**src/rtl/output_frame_reader.sv**
```systemverilog
// output_frame_reader: streams a frame out of output BRAM in raster order, never
// reading ahead of the writer, through a 4-entry FIFO onto a valid/ready stream.
module output_frame_reader #(
    parameter int ROWS   = 240,
    parameter int COLS   = 320,
    parameter int DATA_W = 8
) (
    input  logic              clk,
    input  logic              rst,
    input  logic              start,
    input  logic              pixel_written,
    output logic              bram_rd_en,
    output logic [16:0]       bram_rd_addr,
    input  logic [DATA_W-1:0] bram_rd_data,
    output logic              m_valid,
    input  logic              m_ready,
    output logic [DATA_W-1:0] m_data,
    output logic              m_user,
    output logic              m_last,
    output logic              transfer_done,
    output logic              busy
);
    localparam logic [16:0] TOTAL = 17'(ROWS * COLS);
    localparam int CW = COLS > 1 ? $clog2(COLS) : 1;
    typedef enum logic [1:0] {IDLE, STREAM, DONE} state_t;
    state_t state, state_nxt;
    logic [16:0] written_count, rd_addr, out_count;
    logic [CW-1:0] col;
    logic [DATA_W-1:0] fifo [4];
    logic [1:0] wr_ptr, rd_ptr;
    logic [2:0] count;
    logic rd_pend, issue, push, pop, go;
    always_comb begin
        go = state == IDLE && start;
        // occupancy plus the read in flight must leave room for this read's data
        issue = state == STREAM && rd_addr < written_count && rd_addr < TOTAL &&
                (count + {2'b0, rd_pend}) <= 3'd2;
        push = state == STREAM && rd_pend;
        m_valid = state == STREAM && count != 3'd0;
        pop = m_valid && m_ready;
        state_nxt = go ? STREAM :
                    (state == STREAM && pop && out_count == TOTAL - 17'd1) ? DONE :
                    state == DONE ? IDLE : state;
    end
    always_ff @(posedge clk or negedge rst) begin
        if (!rst) begin
            state <= IDLE;
            written_count <= '0;
            rd_addr <= '0;
            out_count <= '0;
            col <= '0;
            wr_ptr <= '0;
            rd_ptr <= '0;
            count <= '0;
            rd_pend <= 1'b0;
            for (int i = 0; i < 4; i++) fifo[i] <= '0;
        end else begin
            state <= state_nxt;
            if (go) begin
                written_count <= {16'b0, pixel_written};
                rd_addr <= '0;
                out_count <= '0;
                col <= '0;
                wr_ptr <= '0;
                rd_ptr <= '0;
                count <= '0;
                rd_pend <= 1'b0;
            end else begin
                if (state == STREAM && pixel_written && written_count < TOTAL)
                    written_count <= written_count + 17'd1;
                rd_pend <= issue;
                if (issue) rd_addr <= rd_addr + 17'd1;
                if (push) begin
                    fifo[wr_ptr] <= bram_rd_data;
                    wr_ptr <= wr_ptr + 2'd1;
                end
                if (pop) begin
                    rd_ptr <= rd_ptr + 2'd1;
                    out_count <= out_count + 17'd1;
                    col <= col == CW'(COLS - 1) ? '0 : col + CW'(1);
                end
                count <= count + {2'b0, push} - {2'b0, pop};
            end
        end
    end
    assign bram_rd_en = issue;
    assign bram_rd_addr = rd_addr;
    assign m_data = m_valid ? fifo[rd_ptr] : '0;
    assign m_user = m_valid && out_count == 17'd0;
    assign m_last = m_valid && col == CW'(COLS - 1);
    assign transfer_done = state == DONE;
    assign busy = state != IDLE;
endmodule

```
**config.mk**
```make
export PLATFORM = sky130hd
export DESIGN_NAME = output_frame_reader
export DESIGN_NICKNAME = d
export VERILOG_FILES = /design/src/rtl/output_frame_reader.sv
export SDC_FILE = /design/constraint.sdc
export NUM_CORES = 1
export LEC_CHECK = 0
export ABC_AREA = 1
export CAP_MARGIN = 5
export CORE_AREA = 2 2 118 120
export DETAILED_ROUTE_END_ITERATION = 16
export DIE_AREA = 0 0 120 122
export PLACE_DENSITY = 0.74
export SYNTH_ARGS = -nofsm -noshare
export SYNTH_HDL_FRONTEND = slang
export SYNTH_SLANG_ARGS = --single-unit
```
**constraint.sdc**
```tcl
create_clock -name clk -period 5.7 [get_ports clk]
set_clock_uncertainty 0.05 [all_clocks]
set_input_delay 1.14 -clock clk [delete_from_list [all_inputs] [get_ports clk]]
set_output_delay 1.14 -clock clk [all_outputs]
set_load 0.03 [all_outputs]
```
# == Yosys cells after proc, flatten, opt, wreduce, memory -nomap -nowiden ==
# Index checks and enable logic that the tools add are counted.
# W data, S select, Z words.
# op_classes
n_bitwise,3
reduce_logical,24
muxes,25
eq_ne,4
magnitude_cmp,7
addsub,9
# op_table
cell,n
$mux W17,6
$add A17 B1 Y17 const B,3
$lt A17 B17 Y1 const B,2
$bwmux W32,1
$mux W8,4
$mux W9,3
$eq A17 B17 Y1 const B,1
$logic_not A17 Y1,1
$lt A17 B17 Y1,1
$bmux W8 S2,1
$demux W8 S2,1
$logic_and A1 B1 Y1,14
$mux W2,7
$reduce_bool A2 Y1,5
$add A9 B1 Y9 const B,1
$eq A9 B9 Y1 const B,1
$add A3 B1 Y3,2
$ge A3 B3 Y1 const B,2
$not A2 Y3,2
$reduce_bool A3 Y1,2
$add A2 B1 Y2 const B,2
$le A3 B2 Y1 const B,1
$lt A3 B1 Y1 const B,1
$mux W3,1
other kinds (7),7
# totals
ff_bits,102
in_bits,13

# == Depth between registers and ports, before layout ==
# Gate-level depths: netlist (run 1).
# logic_depth
depth_word,7
ltp_mapped,15

# == Worst setup path before layout (run 1) ==
# No wires, ideal clock.
# synth_timing
path_type,reg2out
startpoint,reg count[0]
endpoint,out bram_rd_en
path_stages_with_launch,10
arrival_ns,1.871
slack_ns,2.639
path_buffers,1
cell_sequence,dfrtp_1 -> ha_1 -> ha_1 -> a22o_1 -> nor2_1 -> nand4_4 -> nor2_8 -> nand2_4 -> buf_6 -> inv_2
# synth_between
elab_chain_len,3
# synth_rtl
element,line_no,source
from (decl),31,logic [2:0] count;
from (signal assigned),82,"count <= count + {2'b0, push} - {2'b0, pop};"
$add A3 B1 Y3,37,"(count + {2'b0, rd_pend}) <= 3'd2;"
$le A3 B2 Y1 (not written as such),37,
$logic_and A1 B1 Y1,36,issue = state == STREAM && rd_addr < written_count && rd_addr < TOTAL &&
to (decl),12,"output logic bram_rd_en,"
# No other way between the ends.

# == Worst setup path in the final report (run 1) ==
# layout_timing
startpoint,reg written_count[6]
endpoint,out bram_rd_en
# layout_between
elab_chain_len,4
# layout_rtl
element,line_no,source
from (decl),27,"logic [16:0] written_count, rd_addr, out_count;"
from (signal assigned),60,"written_count <= {16'b0, pixel_written};"
from (signal assigned),70,written_count <= written_count + 17'd1;
$lt A17 B17 Y1,36,
$logic_and A1 B1 Y1 (3 in a row),36,
# No other way between the ends.

==> results_dict.tcl, run 1 <==
set metrics [dict create \
    io_buffers 43 \
    core_sq_mm 0.0135 \
    clock.fmax_ghz 0.236 \
    synthToLayoutAreaGrowth_pct 15.3 \
    reg2reg_to "count[2]" \
    synth_nets 793 \
    routed_wl_um 13300 \
    numCtsBuffers 9 \
    finalCritPeriodShare_pct 74.2 \
    pwr_density_cell_mw_per_mm2 453 \
    setup_viol 0 \
    synth_async_sr_flop_share_pct 100 \
    cts_hold_buffers 0 \
    path_clk_slew_ps 70 \
    critPathCaptureType "output pin" \
    startpoint "written_count[6]" \
    irDropWorstVdd_uv 247 \
    drc 0 \
    synth_edf_count 0 \
    ys_types 45 \
    critPathLaunchType "flop" \
    multiInputGateArea_sq_mm 0.00302 \
    grt_start_max_net_pins 53 \
    status "finished clean" \
    clock-sinks 102 \
    placementRows 43 \
    vias 5042 \
    track_usage_pct 19.4 \
    worstPathMaxFanout 19 \
    r2r_cells 11 \
    worst_pin_slew_ps 773 \
    gp_congestion 0.851 \
    pre_cts_ws_ps 1860 \
    drive_gt1_share_pct 8.45 \
    grt_pass1_vias 4810 \
    synth.cell_area_sq_mm 0.00599 \
    clk-insertion-delay-late_ps 360 \
    firstDrtPassIters 5 \
    cp-endpoint "bram_rd_en" \
    maxCapViolations 0 \
    diodes 0 \
    finalSetupTns_ps 0 \
    post-route-cell-area_sq_mm 0.00690 \
    ios 44 \
    num-nets-final 831 \
    period_needed_ps 4230 \
    slew_violations 0 \
    cts_tree "built" \
    reg2reg_slack_ps 2920 \
    cts-root-buf "clkbuf_16" \
    hold_path.class "reg -> reg" \
    initial_utilization_pct 44.3 \
    antenna_found_initial 0 \
    yosys_warnings 0 \
    hold_violations 0 \
    die_h_um 122 \
    ant_nets 0 \
    wire_per_inst_um 13.7 \
    post_cts_buffers 0 \
    syn_avg_cell_area_sq_um 7.98 \
    grt_pass1_wl_um 22800 \
    synth_flop_cell "dfrtp_1" \
    p_leak_nw 3.27 \
    hpwl_um 9060 \
    reg2reg_from "count[1]" \
    seq_area_sq_mm 0.00255 \
    htreeDepth 3 \
    cp_data_arrival_time_ps 3040 \
    worst-setup-path-type "reg -> out" \
    relSlewSlack_pct 48.5 \
    finalWorstSetupSlack_ps 1470 \
    final_core_util_pct 51.1 \
    ys_ff_latch 102 \
    viasPerCell 5.18 \
    placed_area_sq_mm 0.00657 \
    die_width_um 120 \
    cp.required_ps 4510 \
    drt_iter0_markers 332 \
    post_cts_resized 0 \
    cts_max_path_buffers 2 \
    postSynthCellCount 750 \
    die_area_sq_mm 0.0146 \
    nFillCells 1277 \
    rsz0062_at_grt "false" \
    overflow 0 \
    power_mw 3.12 \
    seq_area_frac_synth_pct 42.6 \
]
-- routing by layer --
layer	GRT usage [%]	wire length, um	share of wire, %
met1	26.1	6390	48
met2	31.7	6290	47
met3	4.68	515	3.9
met4	4.93	134	1.0
met5	0	0	0
-- critical path: stages, from the launching register on --
cell and delay, ps:
dfrtp_1 400, inv_1 170, ha_1 280, a21oi_1 150, nor2_1 60, nor3_1 150
nand2_1 80, nand2_1 60, nand2_1 50, nand2_2 280, nand2_4 250, inv_2 90
clkdlybuf4s50_1 660
-- worst min-delay path by stage --
stage,to,slack [ps],from,cells after the start
global route,fifo[17],460,fifo[17],2
floorplan,fifo[0],400,fifo[0],2
global placement,fifo[16],410,fifo[16],2
detailed placement,fifo[2],420,fifo[2],2
CTS,fifo[2],440,fifo[2],2
finish,fifo[2],430,fifo[2],2
-- area by class of cell --
type	instances	area share, %
tap	180	3.26
clock inverter	7	1.61
inverter	86	4.68
multi-input combinational	544	43.8
clock buffer	9	3.26
timing repair buffer	45	6.42
sequential	102	37.0
-- synth_stat cells, types with 10 or more instances --
master    number  share of area (%)
inv_2         13               0.82
ha_1          29                6.1
o21ai_0       76                6.4
clkbuf_1      10               0.63
nand2_1      150                9.4
nor2_1        83                5.2
nand3_1       54                4.5
inv_1         73                4.6
a21oi_1       34                2.8
xor2_1        17                2.5
nor3_1        17                1.4
nand3_2       12                2.0
dfrtp_1      102                 43
nand4_1       14                1.5
-- cell families (layout without fill, tap and decap cells) --
family / after synthesis / in the layout / share of synthesized area (%)
AND/OR/NAND/NOR: 364 / 364 / 29.2
adder cells (fa/ha/maj): 30 / 30 / 6.40
AO/OA/AOI/OAI: 127 / 127 / 11.5
flip-flops: 102 / 102 / 42.6
buffers and inverters: 104 / 147 / 6.88
XOR/XNOR: 23 / 23 / 3.37
-- report_power, final --
group	switching [mW]	internal (mW)	total [mW]
registers	0.196	0.948	1.14
clock network	0.307	0.398	0.705
logic	0.809	0.466	1.28
total	1.31	1.81	3.12
-- cells in the final DEF (no fill, tap or decap), types with 3 or more instances in the layout --
cell,synthesis,final
a21oi_1,34,34
buf_4,3,3
clkbuf_16,0,9
clkdlybuf4s50_1,0,42
dfrtp_1,102,102
ha_1,29,29
inv_1,73,73
inv_2,13,13
inv_8,0,3
nand2_1,150,150
nand2_2,4,4
nand3_1,54,54
nand3_2,12,12
nand3b_1,5,5
nand4_1,14,14
nor2_1,83,83
nor2_2,3,3
nor2_4,4,4
nor3_1,17,17
nor4_1,8,8
o21ai_0,76,76
xnor2_1,6,6
xor2_1,17,17
-- sequential cells by signal (all words and copies together), names as in the netlist --
signal         count
rd_ptr             2
fifo              32
count              3
bram_rd_addr      17
written_count     17
col                9
rd_pend            1
out_count         17
state              2
wr_ptr             2
-- through the flow --
| step | hold slack [ps] | instances |
|---|---|---|
| 2_1_floorplan | 398 | 750 |
| 3_3_place_gp | 413 | 957 |
| 3_5_place_dp | 421 | 957 |
| 4_1_cts | 439 | 973 |
| 5_1_grt | 465 | 973 |
| 6_report | 433 | 973 |
Note: power is estimated with default switching activity, not from simulation.
==> run 2, diff against run 1 <==
clock period = 4.12 ns   (was 5.7 ns; I/O delays follow)
==> results_dict.tcl, run 2 (synthesized netlist as in run 1, its figures left out) <==
set metrics [dict create \
    status "finished clean" \
    num-nets-final 831 \
    irDropWorstVdd_uv 372 \
    setup_viol 0 \
    diodes 0 \
    cts_tree "built" \
    grt_pass1_vias 4770 \
    critPathSlowestCell "clkdlybuf4s50_1" \
    core_sq_mm 0.0135 \
    wire_per_inst_um 13.6 \
    cp_data_arrival_time_ps 3010 \
    overflow 0 \
    cts_max_path_buffers 2 \
    post_cts_buffers 0 \
    antenna_found_initial 0 \
    grt_start_max_net_pins 87 \
    relSlewSlack_pct 25.0 \
    worst_pin_slew_ps 1130 \
    critPathLaunchType "flop" \
    final_cell_mix "150 x nand2_1, 102 x dfrtp_1, 83 x nor2_1, 76 x o21ai_0, 73 x inv_1" \
    drc 0 \
    maxCapViolations 0 \
    htreeDepth 3 \
    hpwl_um 9010 \
    drt_iter0_markers 372 \
    placed_cells 957 \
    io_buffers 43 \
    cts_hold_buffers 0 \
    placementRows 43 \
    cp.required_ps 3250 \
    drive_gt1_share_pct 8.45 \
    grt_pass1_wl_um 22800 \
    clock.fmax_ghz 0.257 \
    slew_violations 0 \
    die_h_um 122 \
    ios 44 \
    die_width_um 120 \
    cpPeakStageDelay_ps 660 \
    rsz0062_at_grt "false" \
    crit_path_frequent_cell "ha_1" \
    worst-path-buf-inv 2 \
    pwr_density_cell_mw_per_mm2 614 \
    crit_family "simple AND/OR/NAND/NOR gates" \
    critPathCaptureType "output pin" \
    synthToLayoutAreaGrowth_pct 14.7 \
    gp_congestion 0.842 \
    initial_utilization_pct 44.3 \
    holdPathStages 2 \
    hold_violations 0 \
    die_area_sq_mm 0.0146 \
    path_cells "ha_1 > ha_1 > a22o_1 > nor2_1 > nand4_4 > nor2_8 > nand2_4 > inv_2 > clkdlybuf4s50_1" \
    final_common_cell "nand2_1" \
    holdWs_ps 431 \
    finalCritPeriodShare_pct 94.4 \
    track_usage_pct 19.3 \
    ant_nets 0 \
    period_needed_ps 3890 \
    final_core_util_pct 50.8 \
    placed_area_sq_mm 0.00657 \
    path_clk_slew_ps 70 \
    finalSetupTns_ps 0 \
    hold_path.class "reg -> reg" \
    largest_reg_flops 32 \
    worst-setup-path-type "reg -> out" \
    top_register "fifo" \
    viasPerCell 5.19 \
    post-route-cell-area_sq_mm 0.00686 \
    fin_cells 973 \
    cp_num_cells 9 \
    firstDrtPassIters 5 \
    clock-sinks 102 \
    routed_wl_um 13300 \
    vias 5053 \
    numCtsBuffers 9 \
    p_leak_nw 3.25 \
    clk-insertion-delay-late_ps 360 \
    r2r_cells 11 \
    worstPathMaxFanout 19 \
    cts-root-buf "clkbuf_16" \
]
run 2: changes by cell type in the layout (fill, tap and decap cells not counted), sizes merged:
cell	before	now
clkinv	0	4
inv	91	88
bufinv	2	0
clkbuf	9	10
run 2: timing repair:
action,4_1_cts,5_1_grt
hold endpoints to repair,0,0
setup endpoints to repair,0,1
resized for setup,0,1
run 2: worst min-delay path: stages, from the launching register on:
cell and delay [ps]:
dfrtp_1 340, nand2_1 50, o21ai_0 60
run 2: power by group:
part | switching (mW) | internal, mW
clock | 0.410 | 0.437
combinational | 1.14 | 0.647
sequential | 0.272 | 1.31
total | 1.82 | 2.40
run 2: layout make-up:
class	instances	area (sq um)
multi-input cells	544	3030
well taps	180	225
clock inverters	6	53.8
clock buffers	10	239
fillers	1272	6640
repair buffers	45	443
inverters	86	323
flip-flops and latches	102	2550
run 2: per-stage QoR:
step | total power, mW | worst slack (ps)
finish | 4.21 | 232
global route | 4.55 | 37.5
CTS | 4.24 | 199
detailed placement | 3.38 | 576
global placement | 3.34 | 639
floorplan | 2.87 | 1370
run 2: path summary, 6_finish.rpt:
kind	start	to	slack [ps]
min in group asynchronous	rst	col[8]	590
max in group asynchronous	rst	fifo[1]	2500
worst min register to register	fifo[5]	fifo[5]	430
worst min-delay path	fifo[5]	fifo[5]	430
worst max register to register	count[1]	count[2]	1330
worst max-delay path	count[0]	bram_rd_en	230
run 2: layer usage:
layer  up-vias  global-route usage, %  part of all wire, %
met1      2369                   25.7                   48
met3        14                   4.82                  4.9
met2       107                   31.4                   46
met5         -                      0                    0
met4         0                   5.59                  1.3
li1       2563                      -                    -
==> run 3, diff against run 2 <==
ABC_CLOCK_PERIOD_IN_PS = 4120   (was not set)
==> results of run 3 <==
Final layout, timing and power as in run 2 (identical DEF).
